--- src/rtl/x2050mpx_pkg.sv ---
// Shared definitions for the multiplexor-channel routine logic.
//   RQ_A..RQ_D       routine quadrant codes (code[4:3])
//   LVL_PCI/P2/P3    request levels; level 3 is reserved and ranks as LVL_P3
//   rtne_state_e     scheduler FSM states
//   rtne_decode()    routine code -> one-hot {quad, bit}; also used by the channel-0 control
package x2050mpx_pkg;

    localparam logic [1:0] RQ_A = 2'd0;
    localparam logic [1:0] RQ_B = 2'd1;
    localparam logic [1:0] RQ_C = 2'd2;
    localparam logic [1:0] RQ_D = 2'd3;

    localparam logic [1:0] LVL_PCI = 2'd0;
    localparam logic [1:0] LVL_P2  = 2'd1;
    localparam logic [1:0] LVL_P3  = 2'd2;

    typedef enum logic [0:0] {
        StIdle,
        StBusy
    } rtne_state_e;

    typedef struct packed {
        logic [3:0] quad;
        logic [7:0] bits;
    } rtne_dec_t;

    function automatic rtne_dec_t rtne_decode(input logic [4:0] code);
        rtne_dec_t d;
        d.quad = '0;
        unique case (code[4:3])
            RQ_A: d.quad = 4'b0001;
            RQ_B: d.quad = 4'b0010;
            RQ_C: d.quad = 4'b0100;
            RQ_D: d.quad = 4'b1000;
        endcase
        d.bits = 8'b0000_0001 << code[2:0];
        return d;
    endfunction

endpackage

--- src/rtl/x2050mpx_rtne_sched_if.sv ---
// Request/grant bundle between the subchannel request sources (master) and the routine
// scheduler (slave).
//   inputs : i_ros_advance, i_req_set/code/pri/cancel, i_early_first_cycle, i_routine_done
//   outputs: o_rtne_valid/req_buffer/sub/pri, o_quad, o_bit, o_pending, level summaries, o_overrun
interface x2050mpx_rtne_sched_if #(
    parameter int unsigned NSUB   = 4,
    parameter int unsigned CODE_W = 5
);
    localparam int unsigned SUB_W = $clog2(NSUB);

    logic                     i_ros_advance;
    logic [NSUB-1:0]          i_req_set;
    logic [NSUB*CODE_W-1:0]   i_req_code;
    logic [NSUB*2-1:0]        i_req_pri;
    logic [NSUB-1:0]          i_req_cancel;
    logic                     i_early_first_cycle;
    logic                     i_routine_done;

    logic                     o_rtne_valid;
    logic [CODE_W-1:0]        o_rtne_req_buffer;
    logic [SUB_W-1:0]         o_rtne_sub;
    logic [1:0]               o_rtne_pri;
    logic [3:0]               o_quad;
    logic [7:0]               o_bit;
    logic [NSUB-1:0]          o_pending;
    logic                     o_pci_request;
    logic                     o_priority_2;
    logic                     o_priority_3;
    logic [NSUB-1:0]          o_overrun;

    modport master (
        output i_ros_advance, i_req_set, i_req_code, i_req_pri, i_req_cancel,
               i_early_first_cycle, i_routine_done,
        input  o_rtne_valid, o_rtne_req_buffer, o_rtne_sub, o_rtne_pri, o_quad, o_bit,
               o_pending, o_pci_request, o_priority_2, o_priority_3, o_overrun
    );

    modport slave (
        input  i_ros_advance, i_req_set, i_req_code, i_req_pri, i_req_cancel,
               i_early_first_cycle, i_routine_done,
        output o_rtne_valid, o_rtne_req_buffer, o_rtne_sub, o_rtne_pri, o_quad, o_bit,
               o_pending, o_pci_request, o_priority_2, o_priority_3, o_overrun
    );

endinterface

--- src/rtl/x2050mpx_rr_pick.sv ---
// Rotating priority encoder: first set bit of mask_i scanning upward from ptr_i, wrapping
// NSUB-1 -> 0.
//   mask_i  candidate subchannels
//   ptr_i   scan start index
//   hit_o   any candidate present
//   idx_o   selected subchannel index (0 when !hit_o)
module x2050mpx_rr_pick #(
    parameter int unsigned NSUB = 4
) (
    input  logic [NSUB-1:0]         mask_i,
    input  logic [$clog2(NSUB)-1:0] ptr_i,
    output logic                    hit_o,
    output logic [$clog2(NSUB)-1:0] idx_o
);
    localparam int unsigned SUB_W = $clog2(NSUB);

    logic [SUB_W-1:0] cand;

    always_comb begin
        hit_o = 1'b0;
        idx_o = '0;
        cand  = '0;
        for (int unsigned i = 0; i < NSUB; i++) begin
            cand = SUB_W'((32'(ptr_i) + i) % NSUB);
            if (!hit_o && mask_i[cand]) begin
                hit_o = 1'b1;
                idx_o = cand;
            end
        end
    end

endmodule

--- src/rtl/x2050mpx_rtne_sched.sv ---
// Routine-request scheduler for the multiplexor channel.
// Holds one pending request per subchannel, grants one on the early-first-cycle strobe
// (lowest level first, round-robin within a level) and presents the buffered routine code
// plus its quadrant/bit one-hot decode to the microcode branch logic.
//   i_clk, i_reset  clock, synchronous active-high reset
//   bus (slave)     request inputs, ROS advance qualifier, strobe/done, grant buffer,
//                   decodes, pending/level summaries and sticky overrun flags
module x2050mpx_rtne_sched
    import x2050mpx_pkg::*;
#(
    parameter int unsigned NSUB   = 4,
    parameter int unsigned CODE_W = 5
) (
    input  logic                  i_clk,
    input  logic                  i_reset,
    x2050mpx_rtne_sched_if.slave  bus
);
    localparam int unsigned SUB_W = $clog2(NSUB);

    logic [NSUB-1:0]   pending_q, pending_d;
    logic [NSUB-1:0]   overrun_q, overrun_d;
    logic [CODE_W-1:0] code_q [NSUB];
    logic [CODE_W-1:0] code_d [NSUB];
    logic [1:0]        lvl_q  [NSUB];
    logic [1:0]        lvl_d  [NSUB];
    logic [SUB_W-1:0]  rr_q, rr_d;
    rtne_state_e       state_q, state_d;
    logic [CODE_W-1:0] buf_code_q, buf_code_d;
    logic [SUB_W-1:0]  buf_sub_q, buf_sub_d;
    logic [1:0]        buf_pri_q, buf_pri_d;

    logic [NSUB-1:0]   lvl_mask [3];
    logic [2:0]        lvl_hit;
    logic [SUB_W-1:0]  lvl_idx  [3];
    logic              win_hit;
    logic [SUB_W-1:0]  win_idx;
    logic              grant;
    rtne_dec_t         dec;

    // Pending requests split by level; reserved level 3 ranks with prio3.
    always_comb begin
        for (int g = 0; g < 3; g++) lvl_mask[g] = '0;
        for (int s = 0; s < NSUB; s++) begin
            lvl_mask[0][s] = pending_q[s] && (lvl_q[s] == LVL_PCI);
            lvl_mask[1][s] = pending_q[s] && (lvl_q[s] == LVL_P2);
            lvl_mask[2][s] = pending_q[s] && (lvl_q[s] >= LVL_P3);
        end
    end

    for (genvar g = 0; g < 3; g++) begin : g_lvl
        x2050mpx_rr_pick #(.NSUB(NSUB)) u_pick (
            .mask_i (lvl_mask[g]),
            .ptr_i  (rr_q),
            .hit_o  (lvl_hit[g]),
            .idx_o  (lvl_idx[g])
        );
    end

    always_comb begin
        win_hit = |lvl_hit;
        win_idx = lvl_idx[2];
        if (lvl_hit[0])      win_idx = lvl_idx[0];
        else if (lvl_hit[1]) win_idx = lvl_idx[1];
    end

    // A strobe while BUSY only grants when it coincides with routine done (back-to-back).
    assign grant = bus.i_early_first_cycle && win_hit &&
                   ((state_q == StIdle) || bus.i_routine_done);

    always_comb begin
        state_d    = state_q;
        buf_code_d = buf_code_q;
        buf_sub_d  = buf_sub_q;
        buf_pri_d  = buf_pri_q;
        rr_d       = rr_q;
        unique case (state_q)
            StIdle:  if (grant) state_d = StBusy;
            StBusy:  if (bus.i_routine_done) state_d = grant ? StBusy : StIdle;
            default: state_d = StIdle;
        endcase
        if (grant) begin
            buf_code_d = code_q[win_idx];
            buf_sub_d  = win_idx;
            buf_pri_d  = lvl_q[win_idx];
            rr_d       = (32'(win_idx) == NSUB - 1) ? '0 : win_idx + 1'b1;
        end
    end

    // Latch priority: set > cancel > grant-clear.
    always_comb begin
        pending_d = pending_q;
        overrun_d = overrun_q;
        for (int s = 0; s < NSUB; s++) begin
            logic [1:0] new_lvl;
            new_lvl   = bus.i_req_pri[s*2 +: 2];
            code_d[s] = code_q[s];
            lvl_d[s]  = lvl_q[s];
            if (bus.i_req_set[s]) begin
                pending_d[s] = 1'b1;
                if (!pending_q[s] || new_lvl <= lvl_q[s]) begin
                    code_d[s] = bus.i_req_code[s*CODE_W +: CODE_W];
                    lvl_d[s]  = new_lvl;
                end
                if (pending_q[s]) overrun_d[s] = 1'b1;
            end else if (bus.i_req_cancel[s]) begin
                pending_d[s] = 1'b0;
            end else if (grant && (win_idx == SUB_W'(s))) begin
                pending_d[s] = 1'b0;
            end
        end
    end

    always_ff @(posedge i_clk) begin
        if (i_reset) begin
            pending_q  <= '0;
            overrun_q  <= '0;
            rr_q       <= '0;
            state_q    <= StIdle;
            buf_code_q <= '0;
            buf_sub_q  <= '0;
            buf_pri_q  <= '0;
            for (int s = 0; s < NSUB; s++) begin
                code_q[s] <= '0;
                lvl_q[s]  <= '0;
            end
        end else if (bus.i_ros_advance) begin
            pending_q  <= pending_d;
            overrun_q  <= overrun_d;
            rr_q       <= rr_d;
            state_q    <= state_d;
            buf_code_q <= buf_code_d;
            buf_sub_q  <= buf_sub_d;
            buf_pri_q  <= buf_pri_d;
            for (int s = 0; s < NSUB; s++) begin
                code_q[s] <= code_d[s];
                lvl_q[s]  <= lvl_d[s];
            end
        end
    end

    assign dec                   = rtne_decode(buf_code_q[4:0]);
    assign bus.o_rtne_valid      = (state_q == StBusy);
    assign bus.o_rtne_req_buffer = buf_code_q;
    assign bus.o_rtne_sub        = buf_sub_q;
    assign bus.o_rtne_pri        = buf_pri_q;
    assign bus.o_quad            = bus.o_rtne_valid ? dec.quad : 4'h0;
    assign bus.o_bit             = bus.o_rtne_valid ? dec.bits : 8'h00;
    assign bus.o_pending         = pending_q;
    assign bus.o_overrun         = overrun_q;
    assign bus.o_pci_request     = |lvl_mask[0];
    assign bus.o_priority_2      = |lvl_mask[1];
    assign bus.o_priority_3      = |lvl_mask[2];

endmodule
--- src/flat_wrapper.sv ---
// flat-port wrapper written by rule: the top's interface ports become plain ports
module x2050mpx_rtne_sched_flat import x2050mpx_pkg::*;
#(
    parameter int unsigned NSUB   = 4,
    parameter int unsigned CODE_W = 5
)
  (i_clk, i_reset, bus_i_ros_advance, bus_i_req_set, bus_i_req_code, bus_i_req_pri, bus_i_req_cancel, bus_i_early_first_cycle, bus_i_routine_done, bus_o_rtne_valid, bus_o_rtne_req_buffer, bus_o_rtne_sub, bus_o_rtne_pri, bus_o_quad, bus_o_bit, bus_o_pending, bus_o_pci_request, bus_o_priority_2, bus_o_priority_3, bus_o_overrun);
  x2050mpx_rtne_sched_if #(.NSUB(NSUB), .CODE_W(CODE_W)) bus_i ();
  input  logic i_clk;
  input  logic i_reset;
  input wire logic [$bits(bus_i.i_ros_advance)-1:0] bus_i_ros_advance;
  input wire logic [$bits(bus_i.i_req_set)-1:0] bus_i_req_set;
  input wire logic [$bits(bus_i.i_req_code)-1:0] bus_i_req_code;
  input wire logic [$bits(bus_i.i_req_pri)-1:0] bus_i_req_pri;
  input wire logic [$bits(bus_i.i_req_cancel)-1:0] bus_i_req_cancel;
  input wire logic [$bits(bus_i.i_early_first_cycle)-1:0] bus_i_early_first_cycle;
  input wire logic [$bits(bus_i.i_routine_done)-1:0] bus_i_routine_done;
  output wire logic [$bits(bus_i.o_rtne_valid)-1:0] bus_o_rtne_valid;
  output wire logic [$bits(bus_i.o_rtne_req_buffer)-1:0] bus_o_rtne_req_buffer;
  output wire logic [$bits(bus_i.o_rtne_sub)-1:0] bus_o_rtne_sub;
  output wire logic [$bits(bus_i.o_rtne_pri)-1:0] bus_o_rtne_pri;
  output wire logic [$bits(bus_i.o_quad)-1:0] bus_o_quad;
  output wire logic [$bits(bus_i.o_bit)-1:0] bus_o_bit;
  output wire logic [$bits(bus_i.o_pending)-1:0] bus_o_pending;
  output wire logic [$bits(bus_i.o_pci_request)-1:0] bus_o_pci_request;
  output wire logic [$bits(bus_i.o_priority_2)-1:0] bus_o_priority_2;
  output wire logic [$bits(bus_i.o_priority_3)-1:0] bus_o_priority_3;
  output wire logic [$bits(bus_i.o_overrun)-1:0] bus_o_overrun;
  assign bus_i.i_ros_advance = bus_i_ros_advance;
  assign bus_i.i_req_set = bus_i_req_set;
  assign bus_i.i_req_code = bus_i_req_code;
  assign bus_i.i_req_pri = bus_i_req_pri;
  assign bus_i.i_req_cancel = bus_i_req_cancel;
  assign bus_i.i_early_first_cycle = bus_i_early_first_cycle;
  assign bus_i.i_routine_done = bus_i_routine_done;
  assign bus_o_rtne_valid = bus_i.o_rtne_valid;
  assign bus_o_rtne_req_buffer = bus_i.o_rtne_req_buffer;
  assign bus_o_rtne_sub = bus_i.o_rtne_sub;
  assign bus_o_rtne_pri = bus_i.o_rtne_pri;
  assign bus_o_quad = bus_i.o_quad;
  assign bus_o_bit = bus_i.o_bit;
  assign bus_o_pending = bus_i.o_pending;
  assign bus_o_pci_request = bus_i.o_pci_request;
  assign bus_o_priority_2 = bus_i.o_priority_2;
  assign bus_o_priority_3 = bus_i.o_priority_3;
  assign bus_o_overrun = bus_i.o_overrun;
  x2050mpx_rtne_sched #(.NSUB(NSUB), .CODE_W(CODE_W)) u_core (.i_clk(i_clk), .i_reset(i_reset), .bus(bus_i));
endmodule
--- config.mk ---
export PLATFORM = sky130hd
export DESIGN_NAME = x2050mpx_rtne_sched_flat
export DESIGN_NICKNAME = d
export VERILOG_FILES = /design/src/rtl/x2050mpx_pkg.sv /design/src/rtl/x2050mpx_rtne_sched_if.sv /design/src/rtl/x2050mpx_rr_pick.sv /design/src/rtl/x2050mpx_rtne_sched.sv /design/src/flat_wrapper.sv
export SDC_FILE = /design/constraint.sdc
export NUM_CORES = 1
export LEC_CHECK = 0
export ABC_AREA = 1
export BUFFER_PORTS_ARGS = -buffer_cell sky130_fd_sc_hd__buf_2
export CORE_ASPECT_RATIO = 0.8
export CORE_MARGIN = 4
export CORE_UTILIZATION = 59
export DETAILED_ROUTE_END_ITERATION = 8
export GPL_ROUTABILITY_DRIVEN = 0
export GPL_TIMING_DRIVEN = 0
export PLACE_DENSITY_LB_ADDON = 0.2
export SKIP_LAST_GASP = 1
export SYNTH_ARGS = -nofsm -noshare
export SYNTH_HDL_FRONTEND = slang
export SYNTH_SLANG_ARGS = --single-unit
--- constraint.sdc ---
create_clock -name i_clk -period 5.1 [get_ports i_clk]
set_clock_uncertainty 0.05 [all_clocks]
set_input_delay 0.51 -clock i_clk [delete_from_list [all_inputs] [get_ports i_clk]]
set_output_delay 0.51 -clock i_clk [all_outputs]
set_load 0.02 [all_outputs]
Yosys cells after proc, flatten, opt, wreduce, memory -nomap -nowiden. Memories as Yosys holds them, arrays and structs flattened. A register that Yosys moved wholly into a read port is not among the register bits. Cells that the tools add are included.

Add/subtract/negate cells: 4. Magnitude comparators: 12. Eq/ne operators: 18. Shifts and indexed selects: 1. Multiplexer cells: 98. Bitwise gates (word level): 9. Reductions and logical operators: 72.

Operators with widths (count): $mux W5 (12); $mux W2 (27); $mux W1 (43); $logic_and A1 B1 Y1 (27); $bmux W1 S2 (12); $reduce_and A3 Y1 (8); $pmux W4 S4 (1); $logic_not A1 Y1 (13); $eq A2 B1 Y1 const B (6); $logic_not A2 Y1 (6); $lt A2 B3 Y1 const B (4); $reduce_bool A3 Y1 (4); $reduce_or A4 Y1 (3); $reduce_and A2 Y1 (5); $eq A2 B2 Y1 const B (4); $ge A2 B2 Y1 const B (4); $le A2 B2 Y1 (4); $mux W8 (1); $ne A2 B2 Y1 const B (4); $or A1 B1 Y1 (8); $shl A1 B3 Y8 const A (1); $logic_or A1 B1 Y1 (5); $add A2 B1 Y2 const B (2); $add A2 B2 Y2 const B (2); 5 further kinds (8).

Register bits after elaboration: 13. Bits in writable memories: 28. Input port bits: 41. Output and inout port bits: 33. Word-level logic and storage cells: 227. Memories: 2.

Memories: u_core.code_q (depth 4, width 5, rd ports 1, clocked after Yosys merged registers in 1, write ports 4, RTL line x2050mpx_rtne_sched.sv:22) `logic [CODE_W-1:0] code_q [NSUB];`; u_core.lvl_q (depth 4, width 2, rd ports 5, clocked after Yosys merged registers in 1, write ports 4, RTL line x2050mpx_rtne_sched.sv:24) `logic [1:0] lvl_q [NSUB];`.

Logic depth before layout (Yosys ltp). Gate-level depths: netlist (run 1). An unclocked memory read counts as a cell.

Word-level depth: 22. Gate-level depth with buffers: 22. Gate-level depth less buffers: 21.

Modules after synthesis. From an unflattened synthesis (run 1), not the netlist that was laid out.

Cells, all modules: 545. Area total of the unflattened synthesis: 3758.6 µm².

Modules (own cells, without submodules): x2050mpx_rtne_sched (times used 1, cells an instance 368, area an instance 2801.4 µm², sequential area each 1241.2 µm²); x2050mpx_rr_pick (times used 3, cells an instance 59, area an instance 319.1 µm², sequential area each 0.0 µm²).

Worst setup path after synthesis (run 1). No wires, ideal clock.

Path type: register to register. Start: reg u_core.pending_q[1] (netlist: u_core.bus.o_pending[1]). End: reg u_core.pending_q[0] (netlist: u_core.bus.o_pending[0]). Library setup time: 0.071 ns. Arrival: 2.070 ns. Data required time: 4.979 ns. Setup slack: 2.910 ns. Cell stages (with the launch flop): 22. Buffers on the path: 2. Clock period less this slack: 2.190 ns. Cells stage by stage: dfxtp_1 -> buf_2 -> nand2_1 -> nand2_1 -> nand2_1 -> nand2_1 -> nand2_1 -> nand2_1 -> nand2_1 -> nand2_1 -> nand3_1 -> nand2_1 -> nand2_1 -> nand2_1 -> nand2_4 -> buf_6 -> ha_1 -> nand2_1 -> nand2_1 -> nand2_1 -> nand2_1 -> a21oi_1.

Longest elaborated chain between the ends: 19. Elaborated cells between the ends (all ways): 78. Classes of those cells: mux (50); reduce/logical (28).

Ends and longest elaborated chain: start: declaration (RTL line x2050mpx_rtne_sched.sv:20) `logic [NSUB-1:0] pending_q, pending_d;`; start signal: assignment (RTL line x2050mpx_rtne_sched.sv:127) `pending_q <= pending_d;`; $logic_and A1 B1 Y1, on equally long branches (RTL line x2050mpx_rtne_sched.sv:46, x2050mpx_rtne_sched.sv:44, x2050mpx_rtne_sched.sv:45); $bmux W1 S2 (RTL line x2050mpx_rr_pick.sv:25) `if (!hit_o && mask_i[cand]) begin`; $mux W1 (implied by the code) (RTL line x2050mpx_rr_pick.sv:25); $mux W1 (RTL line x2050mpx_rr_pick.sv:25); $logic_not A1 Y1 (RTL line x2050mpx_rr_pick.sv:25); $logic_and A1 B1 Y1 (RTL line x2050mpx_rr_pick.sv:25); $mux W1 (RTL line x2050mpx_rr_pick.sv:25); $logic_not A1 Y1 (RTL line x2050mpx_rr_pick.sv:25); [... 3 more ...]; $logic_and A1 B1 Y1 (RTL line x2050mpx_rr_pick.sv:25); $mux W2 / $mux W1 (equally long branches) (RTL line x2050mpx_rr_pick.sv:25); $mux W2 / $reduce_or A3 Y1 (equally long branches) (RTL line x2050mpx_rtne_sched.sv:63, x2050mpx_rtne_sched.sv:60); $mux W2 / $logic_and A1 B1 Y1 (equally long branches) (RTL line x2050mpx_rtne_sched.sv:62, x2050mpx_rtne_sched.sv:67); $logic_not A2 Y1 / $logic_and A1 B1 Y1 (equally long branches) (RTL line x2050mpx_rtne_sched.sv:107, x2050mpx_rtne_sched.sv:67); $logic_and A1 B1 Y1 (*) (RTL line x2050mpx_rtne_sched.sv:107) `end else if (grant && (win_idx == SUB_W'(s))) begin`; $reduce_bool A3 Y1 (no source line) (*); $reduce_and A2 Y1 (no source line) (*).

Every way passes the cells marked *; elsewhere a longest branch is shown, timed or not. The select of a mux whose other input is x is not followed. A chain may end at the register's enable or synchronous reset.

Final worst setup path (run 1).
Start: reg u_core.rr_q[1]. End: reg u_core.pending_q[2] (netlist: u_core.bus.o_pending[2]).

Longest elaborated chain between the ends: 18. Elaborated cells between the ends (all ways): 78. Classes of those cells: add/sub (3); eq/ne (1); mux (50); reduce/logical (24).

Ends and longest elaborated chain: start: declaration (RTL line x2050mpx_rtne_sched.sv:26) `logic [SUB_W-1:0] rr_q, rr_d;`; start signal: assignment (RTL line x2050mpx_rtne_sched.sv:129) `rr_q <= rr_d;`; branches (longest 15 deep; another with $add A2 B1 Y2); $logic_and A1 B1 Y1 (*) (RTL line x2050mpx_rtne_sched.sv:107); $reduce_bool A3 Y1 (no source line) (*); $reduce_and A2 Y1 (no source line) (*).

Mark *: on every way between the ends. The select of a mux whose other input is x is not followed.

==> summary.txt, run 1 <==
Run status
  • Status: completed

Critical path
  • Startpoint types: flip-flop
  • WP buf/inv: 3
  • Cell Chain, Critical Path: inv_1, nand2_1, nand2_1, nand3_1, nand2_1, nand2_1, nand2_1, nand2_1, nand2_1, inv_2, nand2_1, nand2_1, nand2_4, buf_6, ha_1, nand2_1, nand2_1, nand2_1, nand2_1, a21oi_1
  • CP top delay family: simple AND/OR/NAND/NOR gates
  • Cell mode on critical path: nand2_1
  • CP endpoint kind: flip-flop
  • CP required: 5.24 ns
  • Crit-path slowest cell: dfxtp_1
  • R2R depth: 20
  • WP data arrival: 2.69 ns
  • Critical path's largest stage delay: 0.31 ns
  • Crit path max fanout: 11
  • Stages on worst setup path: 20
  • Kind of critical path: reg -> reg

Cells and area
  • Final #Nets: 622
  • Total area of sequential cells: 1240 um2
  • Number of fill cells: 411
  • Ratio of cells with drive above 1 in the final layout: 19.5%
  • Multi-input gate area: 1640 um2
  • P&R area growth vs syn: 18.0%
  • # diodes: 0

Logic synthesis
  • Syn nets: 542
  • Cell taking the most area after synthesis: edfxtp_1
  • Yosys warnings: 0
  • Synth Area per Inst: 6.60 um2
  • EDFF count, synth: 28
  • Dominant synthesized flop cell: edfxtp_1
  • Synthesized area: 3230 um2
  • Cells taking the most area after synthesis: edfxtp_1 26%, nand2_1 20%, dfxtp_1 12%, nand3_1 7.6%, nor2_1 7.3%
  • Synthesis-stage register bit count: 48
  • Post-synthesis async set-or-reset flop share: 0%
  • Yosys cell types: 29
  • Mapped Cells: 489
  • Yosys top cell area share: 26.0%
  • Register area share after synthesis: 38.4%

GRT
  • Total grt overflow: 0
  • GRT Util Overall: 26.2%
  • Pin count of the biggest net entering global routing: 17
  • Initial antenna violation count: 0
  • First-pass GRT wire length: 14000 um
  • Vias in the first global route: 3143

Drt
  • Routed len/inst: 13.7 um
  • Post-DRT Antenna Nets: 0
  • DR vias/cell: 5.44
  • Drt pass-1 iters: 6
  • Post-detailed-routing wire length: 8630 um
  • Via count: 3440
  • Drt drc: 0
  • Initial DRC Count: 310

Floorplan
  • Die Wd: 90.7 um
  • Die ar.: 6730 um2
  • # rows: 23
  • Die Y: 74.2 um
  • Top Ports: 74
  • Initial Util: 62.7%
  • Core area: 5150 um2

Power and ir drop
  • Pwr Total: 1.11 mW
  • Power per Cell Area: 292 nW/um2
  • Switching part of the total: 33.9%
  • VDD IR max: 0.218 mV
  • Clk pwr share: 30.3%
  • P_sw: 377 uW
  • P_leak: 2.11 nW
  • Sequential power share: 40.5%
  • Share of power burned in combinational logic: 29.2%
  • Int Pwr: 734 uW

Clock network
  • CTS tree: done
  • # H-tree levels: 2
  • Bufs on Longest Clock Path: 2
  • CTS root buffer: clkbuf_8
  • Clock Sinks: 48
  • Clock slew at reported path FFs: 0.10 ns
  • CTS Buf Count: 5
  • Buffer count from post-CTS setup fixing: 0
  • Post-CTS sizing: 0
  • Clk Latency, worst-skew pair: 0.31 ns
  • Hold buffer count at cts: 0

Min path
  • Hold Path Class: reg -> reg
  • Worst Hold Path Cells: 2

STA
  • Fin crit share: 50.2%
  • Final hold vios: 0
  • Fin. max-slew vios: 0
  • RSZ-0062 raised after global routing: false
  • Fmax: 391 MHz
  • Setup ws final: 2.54 ns
  • Slew margin rel.: 62.7%
  • Min cycle time layout: 2.56 ns
  • Final setup fails: 0
  • Slew @ Worst Pin: 0.559 ns
  • TNS Setup: 0 ns

Place
  • Worst slack, placed: 2.62 ns
  • DP HPWL: 6670 um
  • Port bufs: 73

Job
  • Max cap viols: 0
==> cell families after synthesis <==
family / share of synthesized area, %
compound gates: 5.81
fa+ha+maj: 4.65
buf+inv: 10.8
flops: 38.4
simple gates: 40.3
==> layout by cell type (no fill, tap or decap), drive strengths merged <==
cell	n
bufinv	2
inv	72
ha	12
nand4	10
o211ai	2
clkbuf	7
buf	84
nor2	64
edfxtp	28
nand3b	1
a21oi	15
o21a	3
nor3	7
nand3	50
clkinv	1
dfxtp	20
o21ai	12
nand2	179
o31ai	1
==> area by class of cell <==
type | instances | share of cell area [%]
buffer | 13 | 2.04
clock buffer | 5 | 1.81
clock inverter | 3 | 1.81
inverter | 72 | 7.09
multi-input combinational | 356 | 43.1
sequential | 48 | 32.6
tap | 62 | 2.04
timing repair buffer | 73 | 9.59
==> Yosys cell counts (2+ instances only) <==
cell type and count:
buf_2 5, nand3_1 49, nor3_2 3, nand2_1 176
a21oi_2 2, o21a_1 3, nand4_1 10, nor3_1 4
inv_2 10, clkbuf_1 2, dfxtp_1 20, nand2_2 2
ha_1 12, o21ai_0 7, o21ai_1 5, inv_1 61
edfxtp_1 28, nor2_1 63, o211ai_1 2, buf_4 4
a21oi_1 13
==> power by group through the flow <==
stage	Combinational [mW]	Clock, mW	Sequential [mW]
3_3_place_gp	0.303	0	0.458
5_1_grt	0.362	0.351	0.454
3_5_place_dp	0.315	0	0.459
2_1_floorplan	0.215	0	0.465
4_1_cts	0.318	0.336	0.450
6_report	0.325	0.336	0.451
==> per-layer routing <==
layer,track usage (%),up-vias,routed length [um]
met5,0,-,0
met3,6.47,18,1020
met2,42.5,183,3750
met1,35.1,1527,3710
met4,8.49,0,154
li1,-,1712,-
==> worst reg2reg max path, cell delays in order, from the launching register on <==
cell,delay [ns]
dfxtp_1,0.31
inv_1,0.22
nand2_1,0.08
nand2_1,0.25
nand3_1,0.14
nand2_1,0.10
nand2_1,0.09
nand2_1,0.08
nand2_1,0.05
nand2_1,0.07
inv_2,0.03
nand2_1,0.05
nand2_1,0.10
nand2_4,0.13
buf_6,0.17
ha_1,0.17
nand2_1,0.10
nand2_1,0.07
nand2_1,0.05
nand2_1,0.08
a21oi_1,0.06
==> registers in the layout, indices dropped and copies added (netlist names) <==
signal and flops:
u_core.bus.o_rtne_req_buffer 5, u_core.rr_q 2, u_core.bus.o_rtne_sub 2, u_core.lvl_q 8, u_core.bus.o_pending 4, u_core.code_q 20, u_core.bus.o_rtne_pri 2, u_core.bus.o_overrun 4
u_core.bus.o_rtne_valid 1
==> final timing paths <==
check / from / end / slack [ns]
worst min-delay path: u_core.bus.o_overrun[1] / u_core.bus.o_overrun[1] / 0.41
worst max-delay path: u_core.rr_q[1] / u_core.bus.o_pending[2] / 2.54
worst max register to register: u_core.rr_q[1] / u_core.bus.o_pending[2] / 2.54
worst min register to register: u_core.bus.o_overrun[1] / u_core.bus.o_overrun[1] / 0.41
==> per-stage QoR <==
stage	util (%)	std cells	hold WS, ns	area [um2]
4_1_cts	74.0	632	0.421	3810
3_5_place_dp	71.3	624	0.398	3670
5_1_grt	74.0	632	0.445	3810
2_1_floorplan	-	489	0.476	3230
6_report	74.0	632	0.413	3810
3_3_place_gp	71.3	624	0.386	3670
No activity file was read; power rests on OpenSTA's default activity.
==> inputs of run 2 (changes only) <==
--- a/config.mk
+++ b/config.mk
@@ -9,7 +9,7 @@
 export BUFFER_PORTS_ARGS = -buffer_cell sky130_fd_sc_hd__buf_2
 export CORE_ASPECT_RATIO = 0.8
 export CORE_MARGIN = 4
-export CORE_UTILIZATION = 59
+export CORE_UTILIZATION = 55
 export DETAILED_ROUTE_END_ITERATION = 8
 export GPL_ROUTABILITY_DRIVEN = 0
 export GPL_TIMING_DRIVEN = 0
==> constraint.sdc (replaced) <==
create_clock -name i_clk -period 2.45 [get_ports i_clk]
set_clock_uncertainty 0.05 [all_clocks]
set_input_delay 0.245 -clock i_clk [delete_from_list [all_inputs] [get_ports i_clk]]
set_output_delay 0.245 -clock i_clk [all_outputs]
set_load 0.02 [all_outputs]
==> run 2 against run 1 <==
  * Power increased by 120%
  * Cell count increased by 6.6%
  * Utilization is 1.5 points higher
  * Register-to-register slack worse by 2.5 ns
  * Critical path type unchanged
  * Critical endpoint unchanged
==> summary.txt, run 2 (synthesized netlist as in run 1, its figures left out) <==
Cells and area
  • Largest Register: u_core.code_q
  • Final #Nets: 648 (+4.2%)
  • Commonest non-fill, non-tap cell in the layout: nand2_1
  • Max FFs per register: 20 (unchanged)
  • # diodes: 0 (unchanged)
  • Ratio of cells with drive above 1 in the final layout: 29.0% (+9.6 points)
  • P&R area growth vs syn: 29.8%
  • Number of fill cells: 407 (-0.97%)
  • Final cell count without fillers: 674 (+6.6%)
  • Most frequent cells in the layout: 157 x nand2_1, 75 x buf_2, 60 x nor2_1, 57 x inv_1, 45 x nand3_1

Critical path
  • R2R depth: 19 (-5.0%)
  • Kind of critical path: reg -> reg
  • Crit path max fanout: 6 (-5)
  • CP required: 2.63 ns (-2.61 ns)
  • Startpoint types: flip-flop
  • WP data arrival: 2.59 ns (-0.10 ns)
  • CP endpoint kind: flip-flop

Power and ir drop
  • VDD IR max: 0.329 mV (+51%)
  • Power per Cell Area: 589 nW/um2 (+100%)
  • P_leak: 2.26 nW (+7.4%)

Clock network
  • # H-tree levels: 2 (unchanged)
  • Clock slew at reported path FFs: 0.10 ns (about the same)
  • CTS Buf Count: 5 (unchanged)
  • Clock Sinks: 48 (unchanged)
  • CTS tree: done
  • Clk Latency, worst-skew pair: 0.31 ns (about the same)
  • Bufs on Longest Clock Path: 2 (unchanged)
  • CTS root buffer: clkbuf_8

Drt
  • Post-DRT Antenna Nets: 0 (unchanged)
  • Post-detailed-routing wire length: 9530 um (+10%)
  • DR vias/cell: 5.39 (-1.1%)
  • Initial DRC Count: 441 (+42%)
  • Via count: 3630 (+5.5%)
  • Drt pass-1 iters: 5 (-1)
  • Routed len/inst: 14.1 um (+3.5%)
  • Drt drc: 0 (unchanged)

STA
  • Worst hold slack: 0.174 ns (-0.239 ns)
  • Slew margin rel.: 61.2% (-1.5 points)
  • Fin crit share: 98.3% (+48 points)
  • Min cycle time layout: 2.41 ns (-0.150 ns)
  • Final hold vios: 0 (unchanged)
  • Slew @ Worst Pin: 0.580 ns (+0.0209 ns)
  • Fin. max-slew vios: 0 (unchanged)
  • RSZ-0062 raised after global routing: true
  • Final setup fails: 0 (unchanged)
  • Fmax: 415 MHz (+6.2%)

GRT
  • First-pass GRT wire length: 14200 um (+2.1%)
  • Initial antenna violation count: 0 (unchanged)
  • GRT Util Overall: 24.7% (-1.5 points)
  • Vias in the first global route: 3104 (-1.2%)
  • Total grt overflow: 0 (unchanged)
  • Pin count of the biggest net entering global routing: 17 (unchanged)

Place
  • Post-Place Cells: 640 (+2.6%)
  • DP HPWL: 6690 um (+0.27%)
  • Port bufs: 73 (unchanged)

Floorplan
  • Die Y: 76.5 um (+3.2%)
  • # rows: 24 (+4.3%)
  • Top Ports: 74 (unchanged)
  • Die ar.: 7170 um2 (+6.5%)
  • Initial Util: 58.1% (-4.6 points)
  • Core area: 5560 um2 (+7.8%)
  • Die Wd: 93.7 um (+3.3%)

Min path
  • Worst Hold Path Cells: 3 (+1)
  • Hold Path Class: in -> reg

Job
  • Max cap viols: 0 (unchanged)

Run status
  • Status: completed
-- run 2: final timing paths --
check / slack [ns] / endpoint / from
setup / recovery: 0.04 / u_core.bus.o_pending[2] / u_core.lvl_q[1][1]
hold / removal: 0.17 / u_core.code_q[1][4] / bus_i_req_code[9]
setup reg to reg: 0.04 / u_core.bus.o_pending[2] / u_core.lvl_q[1][1]
hold reg to reg: 0.41 / u_core.bus.o_overrun[1] / u_core.bus.o_overrun[1]
-- run 2: worst max-delay path, cell delays in order, from the launching register on --
cell and delay [ns]:
edfxtp_1 0.53, nor2_2 0.20, nand2_1 0.09, nand2_1 0.10, o21ai_2 0.09, nand2_1 0.08, nand2_1 0.04, nand2_1 0.06
nand2_1 0.06, nand2_1 0.05, nand2_1 0.07, nand2_2 0.11, nand2_4 0.09, buf_8 0.14, ha_1 0.18, nand2_2 0.11
nand2_1 0.06, nand2_1 0.05, nand2_1 0.05, a21oi_1 0.11
-- run 2: final cells by class --
type	count	area, um2	share of cell area (%)
multi-input combinational	356	1760	42.0
inverter	72	275	6.57
sequential	48	1250	29.8
clock inverter	3	68.8	1.64
timing repair buffer	99	564	13.5
tap	78	97.6	2.33
clock buffer	5	68.8	1.64
buffer	13	104	2.48
-- run 2: timing repair --
action | 4_1_cts | 5_1_grt
gates resized for setup | 3 | 55
endpoints found under the hold margin | 0 | 0
pin swaps | 0 | 14
endpoints found under the setup margin | 3 | 12
buffers inserted | 0 | 26
hold buffers | 0 | 0
-- run 2: stage by stage --
step / power (mW) / setup WS, ns / util, % / setup TNS, ns / instance area, um2
floorplan: 1.42 / 0.260 / - / 0 / 3230
global placement: 1.59 / -0.0104 / 66.5 / -0.0174 / 3690
detailed placement: 1.61 / -0.0356 / 66.5 / -0.0710 / 3690
CTS: 2.30 / 0.00565 / 69.1 / 0 / 3840
global route: 2.58 / -0.0752 / 75.5 / -0.595 / 4190
finish: 2.47 / 0.0423 / 75.5 / 0 / 4190
-- run 2: report_power, final --
part           leakage [nW]  total [mW]  switching [mW]  internal [mW]
Combinational          1.73       0.830           0.521          0.308
Sequential            0.465       0.944          0.0419          0.902
Clock                0.0687       0.697           0.286          0.411
-- run 2: per-layer routing --
| layer | wire [um] | global-route usage (%) | vias up |
|---|---|---|---|
| met4 | 233 | 8.23 | 0 |
| met1 | 3990 | 35.3 | 1613 |
| met5 | 0 | 0 | - |
| met3 | 1080 | 3.85 | 30 |
| met2 | 4230 | 38.2 | 229 |
| li1 | - | - | 1758 |
